==> src/rtl/render_mux_n.sv <==
// Two-stage sprite compositor: picks the winning layer colour per pixel, then
// applies a frame-driven brightness fade and blanks pixels outside the display.
module render_mux_n #(
    parameter int NUM_LAYERS   = 3,
    parameter int RGB_W        = 12,
    parameter int BLINK_FRAMES = 30
) (
    input  logic                        clk,
    input  logic                        reset,
    input  logic [9:0]                  x,
    input  logic [9:0]                  y,
    input  logic                        video_on,
    input  logic                        frame_tick,
    input  logic [NUM_LAYERS-1:0]       layer_on,
    input  logic [NUM_LAYERS*RGB_W-1:0] layer_rgb,
    input  logic [NUM_LAYERS-1:0]       layer_en,
    input  logic [RGB_W-1:0]            bg_rgb,
    input  logic [1:0]                  game_state,
    output logic [RGB_W-1:0]            rgb,
    output logic                        video_on_o,
    output logic [9:0]                  x_o,
    output logic [9:0]                  y_o
);

    localparam int CH_W   = RGB_W / 3;
    localparam int WIN_P2 = (NUM_LAYERS > 1) ? 1 : 0;

    localparam logic [1:0] ST_IDLE = 2'b00;
    localparam logic [1:0] ST_PLAY = 2'b01;
    localparam logic [1:0] ST_WIN1 = 2'b10;
    localparam logic [1:0] ST_WIN2 = 2'b11;

    localparam logic [7:0] BLINK_LAST = 8'(BLINK_FRAMES - 1);

    logic [1:0]       r_state;
    logic [1:0]       r_lvl;
    logic [7:0]       r_blink_cnt;
    logic             r_blink_phase;

    logic [RGB_W-1:0] r_s1_rgb;
    logic             r_s1_vid;
    logic [9:0]       r_s1_x;
    logic [9:0]       r_s1_y;

    logic [RGB_W-1:0] r_rgb;
    logic             r_vid;
    logic [9:0]       r_x;
    logic [9:0]       r_y;

    logic [RGB_W-1:0] w_sel;
    logic [RGB_W-1:0] w_shaded;
    logic [1:0]       w_shift;

    // Descending scan so the lowest-index enabled hit overrides all others.
    always_comb begin
        w_sel = '0;
        case (game_state)
            ST_PLAY: begin
                w_sel = bg_rgb;
                for (int i = NUM_LAYERS - 1; i >= 0; i--) begin
                    if (layer_on[i] && layer_en[i]) begin
                        w_sel = layer_rgb[i*RGB_W +: RGB_W];
                    end
                end
            end
            ST_WIN1: w_sel = r_blink_phase ? layer_rgb[0 +: RGB_W] : bg_rgb;
            ST_WIN2: w_sel = r_blink_phase ? layer_rgb[WIN_P2*RGB_W +: RGB_W] : bg_rgb;
            ST_IDLE: w_sel = '0;
            default: w_sel = '0;
        endcase
    end

    always_comb begin
        w_shaded = '0;
        w_shift  = 2'd3 - r_lvl;
        for (int c = 0; c < 3; c++) begin
            w_shaded[c*CH_W +: CH_W] = r_s1_rgb[c*CH_W +: CH_W] >> w_shift;
        end
    end

    // A game_state change always restarts the fade, even on a frame_tick.
    always_ff @(posedge clk) begin
        if (!reset) begin
            r_state       <= ST_IDLE;
            r_lvl         <= 2'd3;
            r_blink_cnt   <= '0;
            r_blink_phase <= 1'b1;
        end else begin
            r_state <= game_state;
            if (game_state != r_state) begin
                r_lvl <= 2'd0;
            end else if (frame_tick && (r_lvl != 2'd3)) begin
                r_lvl <= r_lvl + 2'd1;
            end
            if (!game_state[1]) begin
                r_blink_cnt   <= '0;
                r_blink_phase <= 1'b1;
            end else if (frame_tick) begin
                if (r_blink_cnt == BLINK_LAST) begin
                    r_blink_cnt   <= '0;
                    r_blink_phase <= ~r_blink_phase;
                end else begin
                    r_blink_cnt <= r_blink_cnt + 8'd1;
                end
            end
        end
    end

    always_ff @(posedge clk) begin
        if (!reset) begin
            r_s1_rgb <= '0;
            r_s1_vid <= 1'b0;
            r_s1_x   <= '0;
            r_s1_y   <= '0;
            r_rgb    <= '0;
            r_vid    <= 1'b0;
            r_x      <= '0;
            r_y      <= '0;
        end else begin
            r_s1_rgb <= w_sel;
            r_s1_vid <= video_on;
            r_s1_x   <= x;
            r_s1_y   <= y;
            r_rgb    <= r_s1_vid ? w_shaded : '0;
            r_vid    <= r_s1_vid;
            r_x      <= r_s1_x;
            r_y      <= r_s1_y;
        end
    end

    assign rgb        = r_rgb;
    assign video_on_o = r_vid;
    assign x_o        = r_x;
    assign y_o        = r_y;

endmodule

==> config.mk <==
export PLATFORM = sky130hd
export DESIGN_NAME = render_mux_n
export DESIGN_NICKNAME = d
export VERILOG_FILES = /design/src/rtl/render_mux_n.sv
export SDC_FILE = /design/constraint.sdc
export NUM_CORES = 1
export LEC_CHECK = 0
export BUFFER_PORTS_ARGS = -buffer_cell sky130_fd_sc_hd__buf_2
export CAP_MARGIN = 20
export CORE_MARGIN = 2
export CORE_UTILIZATION = 53
export DETAILED_ROUTE_END_ITERATION = 10
export PLACE_DENSITY_LB_ADDON = 0.2
export SYNTH_ARGS = -nofsm -noshare
export SYNTH_HDL_FRONTEND = slang
export SYNTH_SLANG_ARGS = --single-unit
==> constraint.sdc <==
create_clock -name clk -period 4.6 [get_ports clk]
set_input_delay 0.46 -clock clk [delete_from_list [all_inputs] [get_ports clk]]
set_output_delay 0.46 -clock clk [all_outputs]
set_load 0.05 [all_outputs]
== Word level (Yosys, flattened, before mapping) ==
Index checks and enable logic that the tools add are counted.
Word-level totals
  bits in writable memories: 0
  output and inout bits: 33
  bits in latches: 0
  bits in read-only memories: 0
  memories kept: 0
  bits in registers: 79
  input bits: 80
Operators by class
  reductions and logical operators: 9
  div/mod/pow operators: 0
  shift operators: 3
  add/subtract/negate cells: 3
  magnitude comparators: 0
  equal/unequal tests: 6
  bitwise logic cells: 1
  multiply operators: 0
  muxes and demuxes: 9
Operator list (count)
  12-bit two-way mux: 5
  12-bit case mux with 4 select lines: 1
  4-bit by 2-bit >> shifter with 4-bit output: 3
  8-bit by 1-bit adder with 8-bit output, second input constant: 1
  8-bit by 5-bit == test with 1-bit output, second input constant: 1
  8-bit two-way mux: 1
  2-bit AND reduction: 3
  2-bit == test, second input constant: 2
  1-bit logical AND: 4
  2-bit two-way mux: 2
  2-bit by 1-bit adder with 2-bit output, second input constant: 1
  2-bit by 1-bit == test with 1-bit output, second input constant: 1
  2-bit zero test: 1
  2-bit != test: 1
  2-bit != test, second input constant: 1
  2-bit nonzero test: 1
  2-bit subtractor, first input constant: 1
  1-bit NOT: 1

== Logic depth before layout (Yosys ltp) ==
Gate-level depths: netlist (run 1).
  word-level depth: 5
  gate-level depth with buffers: 5
  depth with buffers taken out: 5

== Worst setup path after synthesis (run 1) ==
OpenSTA, ideal clock, no wires.
  path type: input-to-reg
  start point: input game_state[0]
  end point: register r_s1_rgb[10]
  arrival: 1354 ps
  setup slack: 3110 ps
  path buffers: 2
  cell stages on the path: 5
  data required time: 4464 ps
  library setup time: 136 ps
  cells stage by stage: clkbuf_2 buf_2 mux2_2 mux2i_1 o32ai_1
Between the ends
  word-level cells in the longest chain between the ends: 2
RTL lines
  start, declared: RTL line 18  | input logic [1:0] game_state,
  2-bit == test, or another cell as far along: RTL line 57  | case (game_state)
  12-bit case mux with 4 select lines *: RTL line 57
  end signal, assigned: RTL line 120  | r_s1_rgb <= w_sel;
  end, declared: RTL line 40  | logic [RGB_W-1:0] r_s1_rgb;
Every way passes the cells marked *; elsewhere a longest branch is shown, timed or not.
A chain may end at the register's enable or synchronous reset.

== Worst setup path after layout (run 1) ==
  start point: input reset
  end point: register r_blink_cnt[1]
Between the ends
  word-level cells in the longest chain between the ends: 1
RTL lines
  start, declared: RTL line 9  | input logic reset,
  2-bit AND reduction (no line)
  end signal, assigned: RTL line 103  | r_blink_cnt <= r_blink_cnt + 8'd1;
  end, declared: RTL line 37  | logic [7:0] r_blink_cnt;
No other way between the ends.

==> results of run 1 <==
==> metal layers <==
layer,global-route usage,vias up
met5,0,-
met2,0.314,113
met3,0.0500,4
met1,0.283,1179
li1,-,1319
met4,0.0712,0
==> state kept, by name, summed over array words and instances, names as in the netlist, 8 cells and up <==
| name | count |
|---|---|
| r_blink_cnt | 8 |
| r_s1_rgb | 12 |
| r_s1_x | 10 |
| r_s1_y | 10 |
| rgb | 12 |
| x_o | 10 |
| y_o | 10 |
==> worst max-delay path: stages <==
cell and delay [ns]:
buf_2 0.44, nand2_1 0.52, inv_1 0.30, o21ai_0 0.19
a211oi_1 0.24
==> final cells by class <==
cell class / count / area share
flip-flops and latches: 79 / 0.402
multi-input cells: 211 / 0.376
repair buffers: 112 / 0.142
clock buffers: 9 / 0.0315
well taps: 75 / 0.0239
clock inverters: 7 / 0.0197
inverters: 5 / 0.00477
==> logic make-up (layout without fill, tap and decap cells) <==
logic type                 count (synthesis)  in the layout
AOI/OAI and AO/OA                         60             60
DFF                                       79             79
adders and majority gates                  3              3
buffers and inverters                     25            133
muxes                                     31             31
and+or+nand+nor                          112            112
xor gates and xnor gates                   5              5
==> placed cells by master, fill, tap and decap left out, types with 11 or more instances in the layout <==
master      n
mux2_2     15
nor2_1     11
dfxtp_1    79
and3_1     13
o21ai_0    20
nand2_1    13
buf_2     112
and2_1     46
a211oi_1   19
nor3_1     12
o32ai_1    12
mux2i_1    16
==> metrics by stage <==
| stage | cells | power (mW) | cell area, sq um | setup WS, ns | hold WS [ns] |
|---|---|---|---|---|---|
| floorplan | 315 | 0.862 | 3160 | 3.11 | 0.412 |
| global placement | 482 | 0.921 | 3730 | 2.39 | 0.413 |
| detailed placement | 482 | 0.926 | 3730 | 2.30 | 0.417 |
| CTS | 498 | 1.43 | 3930 | 2.67 | 0.306 |
| global route | 498 | 1.48 | 3930 | 2.41 | 0.304 |
| finish | 498 | 1.42 | 3930 | 2.69 | 0.320 |
==> power by group through the flow <==
| stage | combinational, mW | clock, mW | sequential [mW] |
|---|---|---|---|
| floorplan | 0.0890 | 0 | 0.773 |
| global placement | 0.176 | 0 | 0.745 |
| detailed placement | 0.180 | 0 | 0.746 |
| CTS | 0.181 | 0.521 | 0.730 |
| global route | 0.198 | 0.553 | 0.734 |
| finish | 0.180 | 0.508 | 0.730 |
==> how the worst max path moves through the flow <==
stage,depth (start not counted),end,startpoint,slack (ns)
after floorplan,5,r_s1_rgb[10],game_state[0],3.11
after global placement,5,r_blink_cnt[1],reset,2.39
after detailed placement,5,r_blink_cnt[1],reset,2.30
after CTS,5,r_blink_cnt[1],reset,2.67
after global routing,5,r_blink_cnt[1],reset,2.41
final,5,r_blink_cnt[1],reset,2.69
==> metrics.md, run 1 <==
| Metric | Value |
|---|---|
| Fill cells | `between 400 and 500` |
| Mux share of post-synthesis cell area | `0.104` |
| Max Fanout on Critical Path | `47` |
| Met3 wire len | `484 um` |
| Post-synthesis sequential area ratio | `0.500` |
| Critical Path Source Type | `input pin` |
| Initial core utilization | `0.540` |
| Seq cells post-synth | `79` |
| CP required | `around 4.9 ns` |
| Reg2reg setup slack | `around 3.0 ns` |
| GP Congestion | `between 0.8 and 0.9` |
| Vias in the first global route | `2316` |
| R2r startpoint | `r_blink_cnt[0]` |
| Post-synth net total | `398` |
| Detail Placement HPWL | `4890 um` |
| Synth Area in XOR/XNOR | `0.0139` |
| RSZ-0062 raised after global routing | `no` |
| Logic pwr share | `0.127` |
| Share of cells above drive strength 1 | `0.345` |
| Die height | `between 80 and 90 um` |
| CP Class | `in2reg` |
| Gr ovfl total | `0` |
| Status | `finished clean` |
| Post-cts sizing count | `0` |
| Cells after Synth | `around 320` |
| Metal2 WL | `between 3000 and 4000 um` |
| Mapped Area | `3160 sq um` |
| Top post-synthesis cells by area | `dfxtp_1 (50%), and2_1 (9.1%), mux2_2 (5.3%), mux2i_1 (5.1%), a211oi_1 (4.5%)` |
| Top sig layer | `met4` |
| Die area | `6600 sq um` |
| Core ar. | `5850 sq um` |
| Crit path DAT | `2.16 ns` |
| Largest net degree at the start of global routing | `48` |
| # Max-Cap Violations | `0` |
| DR iter-0 viols | `99` |
| Top-Level Pins | `~110` |
| Hold Buf Count CTS | `0` |
| Final setup fails | `0` |
| Worst slew pin tran | `slightly below 0.8 ns` |
| Synth Area per Inst | `10.0 sq um` |
| Num CTS Buffers | `9` |
| Number of cells on the worst hold path | `2` |
| Ant diodes | `0` |
| Setup TNS | `0 ns` |
| Sequential Area | `1580 sq um` |
| Drt wl/cell | `~13 um` |
| Initial antenna violation count | `0` |
| Clock skew | `0.00635 ns` |
| Hold path endpoint | `r_s1_y[5]` |
| PD cells | `361 nW/um^2` |
| Clock Latency Late Sink | `0.34 ns` |
| Antenna-violating nets left | `0` |
| Multi-input gate area | `between 1000 and 1500 sq um` |
| Via count | `2615` |
| YS warnings | `0` |
| Final slew viol count | `0` |
| Routed wire length | `around 6600 um` |
| Worst r2r path cells | `4` |
| CTS sink count | `~80` |
| H-tree depth | `3` |
| Synth Area in Compound Gates | `0.131` |
| Layout Utilization | `0.672` |
| Worst-path clk slew | `about 0.09 ns` |
| Final net count | `501` |
| Main synth FF type | `dfxtp_1` |
| Sequential share of power | `0.515` |
| Yosys top cell by area | `dfxtp_1` |
| Critical Path Sink Type | `register` |
| Adder-Cell Fraction of Synth Area | `0.0119` |
| Clock Power Share | `0.358` |
| Largest family of logic cells by synthesized area | `simple AND/OR/NAND/NOR gates` |
| Final hold violations | `0` |
| Worst slew margin | `0.473` |
| Vias/cell | `around 5.3` |
| Yosys cell types | `32` |
| P_int | `1.05 mW` |
| Met1 WL | `roughly 3100 um` |
| Chip Width | `81.2 um` |
| # DRC | `0` |
| Static leakage | `1.85 nW` |
| Tcrit/Tclk final | `0.415` |
| Final Critical Period | `1.91 ns` |
| Root buffer cell | `clkbuf_8` |
| Rows | `28` |
| Sw power | `roughly 0.37 mW` |
| Most numerous cell in the Yosys netlist | `dfxtp_1` |
| Port-buffer cells | `112` |
| Post-Synth Simple-Gate Area | `0.207` |
| # Post-CTS Setup Buffers | `0` |
| Share of the synthesized area in the top cell type | `0.500` |
| Layout area overhead | `24.4%` |
| Maximum clock insertion buffer count | `2` |
| Reg-to-Reg End | `r_blink_cnt[1]` |
| Hold wc startpoint | `y[5]` |
| DR pass1 iterations | `6` |
| CTS tree | `done` |
| Gr usage total | `0.205` |
| Maximum VDD drop | `0.197 mV` |
| Worst hold path type | `in2reg` |
| FMAX | `~520 MHz` |
| EDFF count, synth | `0` |
| First-pass GRT wire length | `10400 um` |
| Post-synth top cells | `dfxtp_1 (79), and2_1 (46), o21ai_0 (20)` |
| Synth async-reset ratio | `0` |
| Net Sw Frac | `0.261` |
Note: power is estimated with default switching activity, not from simulation.
==> run 2, diff against run 1 <==
CORE_UTILIZATION = 49   (was 53)
clock period = 1.85 ns   (was 4.6 ns; I/O delays follow)
==> run 2 against run 1 <==
Net effect: total power increased by 140%; first-iteration DRC count is 1.0% lower; critical path depth down 1; design area increased by 0.54%; via count rose by 1.8%; utilization is 4.2 points lower; die area grew 7.8%; flip-flop and latch count did not move; hold slack got worse by 0.26 ns; clock power rose by 130%; wire length increased by 4.1%; critical path type is now reg2reg.
==> metrics.md, run 2 (synthesized netlist as in run 1, its figures left out) <==
| Metric | Value |
|---|---|
| Critical Path Sink Type | `register (unchanged)` |
| Layout Utilization | `0.630 (was 0.672)` |
| # Post-CTS Setup Buffers | `0 (unchanged)` |
| Gr usage total | `0.205 (about the same)` |
| Clock skew | `0.00708 ns (was 0.00635 ns)` |
| Clock Latency Late Sink | `0.33 ns (was 0.34 ns)` |
| Worst hold path type | `in2reg (unchanged)` |
| Rows | `29 (was 28)` |
| Final slew viol count | `0 (unchanged)` |
| Hold path endpoint | `r_s1_y[8] (was r_s1_y[5])` |
| Antenna-violating nets left | `0 (unchanged)` |
| Port-buffer cells | `112 (unchanged)` |
| Critical path's slowest cell | `or4b_4 (was nand2_1)` |
| Hold Slack | `0.0561 ns (was 0.320 ns)` |
| RSZ-0062 raised after global routing | `no (unchanged)` |
| Final setup fails | `0 (unchanged)` |
| GP Congestion | `0.844 (was 0.841)` |
| Hold wc startpoint | `y[8] (was y[5])` |
| Final net count | `506 (was 501)` |
| # DRC | `0 (unchanged)` |
| Largest net degree at the start of global routing | `25 (was 48)` |
| Setup TNS | `0 ns (unchanged)` |
| Fill cells | `530 (was 482)` |
| Multi-input gate area | `1480 sq um (unchanged)` |
| Final hold violations | `0 (unchanged)` |
| Max incr delay on CP | `0.47 ns (was 0.52 ns)` |
| Drt wl/cell | `13.7 um (was 13.3 um)` |
| Initial core utilization | `0.504 (was 0.540)` |
| Status | `finished clean (unchanged)` |
| Maximum VDD drop | `0.672 mV (was 0.197 mV)` |
| Maximum clock insertion buffer count | `2 (unchanged)` |
| PD cells | `864 nW/um^2 (was 361 nW/um^2)` |
| Tcrit/Tclk final | `0.891` |
| Hold Buf Count CTS | `0 (unchanged)` |
| Die height | `84.3 um (was 81.2 um)` |
| Layout area overhead | `25.1% (was 24.4%)` |
| Chip Width | `84.3 um (was 81.2 um)` |
| Detail Placement HPWL | `5150 um (was 4890 um)` |
| CP Class | `reg2reg (was in2reg)` |
| Most frequent cells in the layout | `buf_2 (112), dfxtp_1 (79), and2_1 (46) (unchanged)` |
| H-tree depth | `3 (unchanged)` |
| First-pass GRT wire length | `11900 um (was 10400 um)` |
| Top-Level Pins | `113 (unchanged)` |
| Worst-path clk slew | `0.07 ns (was 0.09 ns)` |
| Worst path cell trace | `ha_1 -> or4b_4 -> o21ai_0 -> a211oi_1 (was buf_2 -> nand2_1 -> inv_1 -> o21ai_0 -> a211oi_1)` |
| Crit path DAT | `1.85 ns (was 2.16 ns)` |
| Worst slew pin tran | `0.574 ns (was 0.789 ns)` |
| Top cell family by delay on the critical path | `simple AND/OR/NAND/NOR gates (was buffers and inverters)` |
| Gr ovfl total | `0 (unchanged)` |
| Final Critical Period | `between 1.5 and 2 ns` |
| Vias/cell | `5.28 (was 5.25)` |
| Number of cells on the worst hold path | `2 (unchanged)` |
| CTS tree | `done (unchanged)` |
| Ant diodes | `0 (unchanged)` |
| CTS sink count | `79 (unchanged)` |
| Die area | `7110 sq um (was 6600 sq um)` |
| Worst slew margin | `0.617 (was 0.473)` |
| FMAX | `607 MHz` |
| Num CTS Buffers | `9 (unchanged)` |
| Initial antenna violation count | `0 (unchanged)` |
| R2r startpoint | `r_blink_cnt[0] (unchanged)` |
| Max Fanout on Critical Path | `5 (was 47)` |
| Critical path buffers and inverters | `0 (was 2)` |
| Vias in the first global route | `2722 (was 2316)` |
| Static leakage | `1.86 nW (was 1.85 nW)` |
| Post-cts sizing count | `0 (unchanged)` |
| Reg2reg setup slack | `0.20 ns (was 3.00 ns)` |
| Commonest non-fill, non-tap cell in the layout | `buf_2 (unchanged)` |
| CP required | `2.05 ns (was 4.85 ns)` |
| DR iter-0 viols | `98 (was 99)` |
| # Max-Cap Violations | `0 (unchanged)` |
| DR pass1 iterations | `4 (was 6)` |
| Core ar. | `6280 sq um (was 5850 sq um)` |
| Routed wire length | `6910 um (was 6640 um)` |
| Share of cells above drive strength 1 | `0.351 (was 0.345)` |
| Sequential Area | `1580 sq um (unchanged)` |
| Reg-to-Reg End | `r_blink_cnt[1] (unchanged)` |
| Root buffer cell | `clkbuf_8 (unchanged)` |
| Worst r2r path cells | `4 (unchanged)` |
| Critical Path Source Type | `register (was input pin)` |
| Via count | `2663 (was 2615)` |
run 2: layout make-up:
class | count | area share
sequential | 79 | 0.400
multi-input combinational | 211 | 0.374
timing repair buffer | 117 | 0.151
clock buffer | 12 | 0.0418
tap | 77 | 0.0244
inverter | 5 | 0.00475
clock inverter | 3 | 0.00443
run 2: where the power goes:
group | switching, mW | internal, mW | leakage, nW
Sequential | 0.0385 | 1.78 | 0.650
Clock | 0.562 | 0.585 | 0.0942
Combinational | 0.257 | 0.198 | 1.12
run 2: metal layers:
| metal | vias to the layer above | routed length [um] | global-route usage |
|---|---|---|---|
| met5 | - | 0 | 0 |
| met4 | 0 | 104 | 0.0880 |
| met3 | 8 | 525 | 0.0511 |
| met2 | 110 | 3100 | 0.337 |
| met1 | 1209 | 3180 | 0.256 |
| li1 | 1336 | - | - |
run 2: worst max-delay path by stage:
| stage | endpoint | depth (start not counted) | from |
|---|---|---|---|
| floorplan | r_blink_cnt[1] | 4 | r_blink_cnt[0] |
| finish | r_blink_cnt[1] | 4 | r_blink_cnt[0] |
| CTS | r_blink_cnt[1] | 4 | r_blink_cnt[0] |
| detailed placement | r_blink_cnt[1] | 4 | r_blink_cnt[0] |
| global placement | r_blink_cnt[1] | 4 | r_blink_cnt[0] |
| global route | r_blink_cnt[1] | 4 | r_blink_cnt[0] |
run 2: through the flow:
step                cells  setup slack (ns)  cell area [sq um]  power [mW]
floorplan             315             0.394               3160        2.14
finish                504             0.202               3960        3.42
detailed placement    489             0.192               3770        2.31
global placement      489             0.305               3770        2.30
CTS                   504             0.178               3960        3.45
global route          504             0.104               3960        3.58
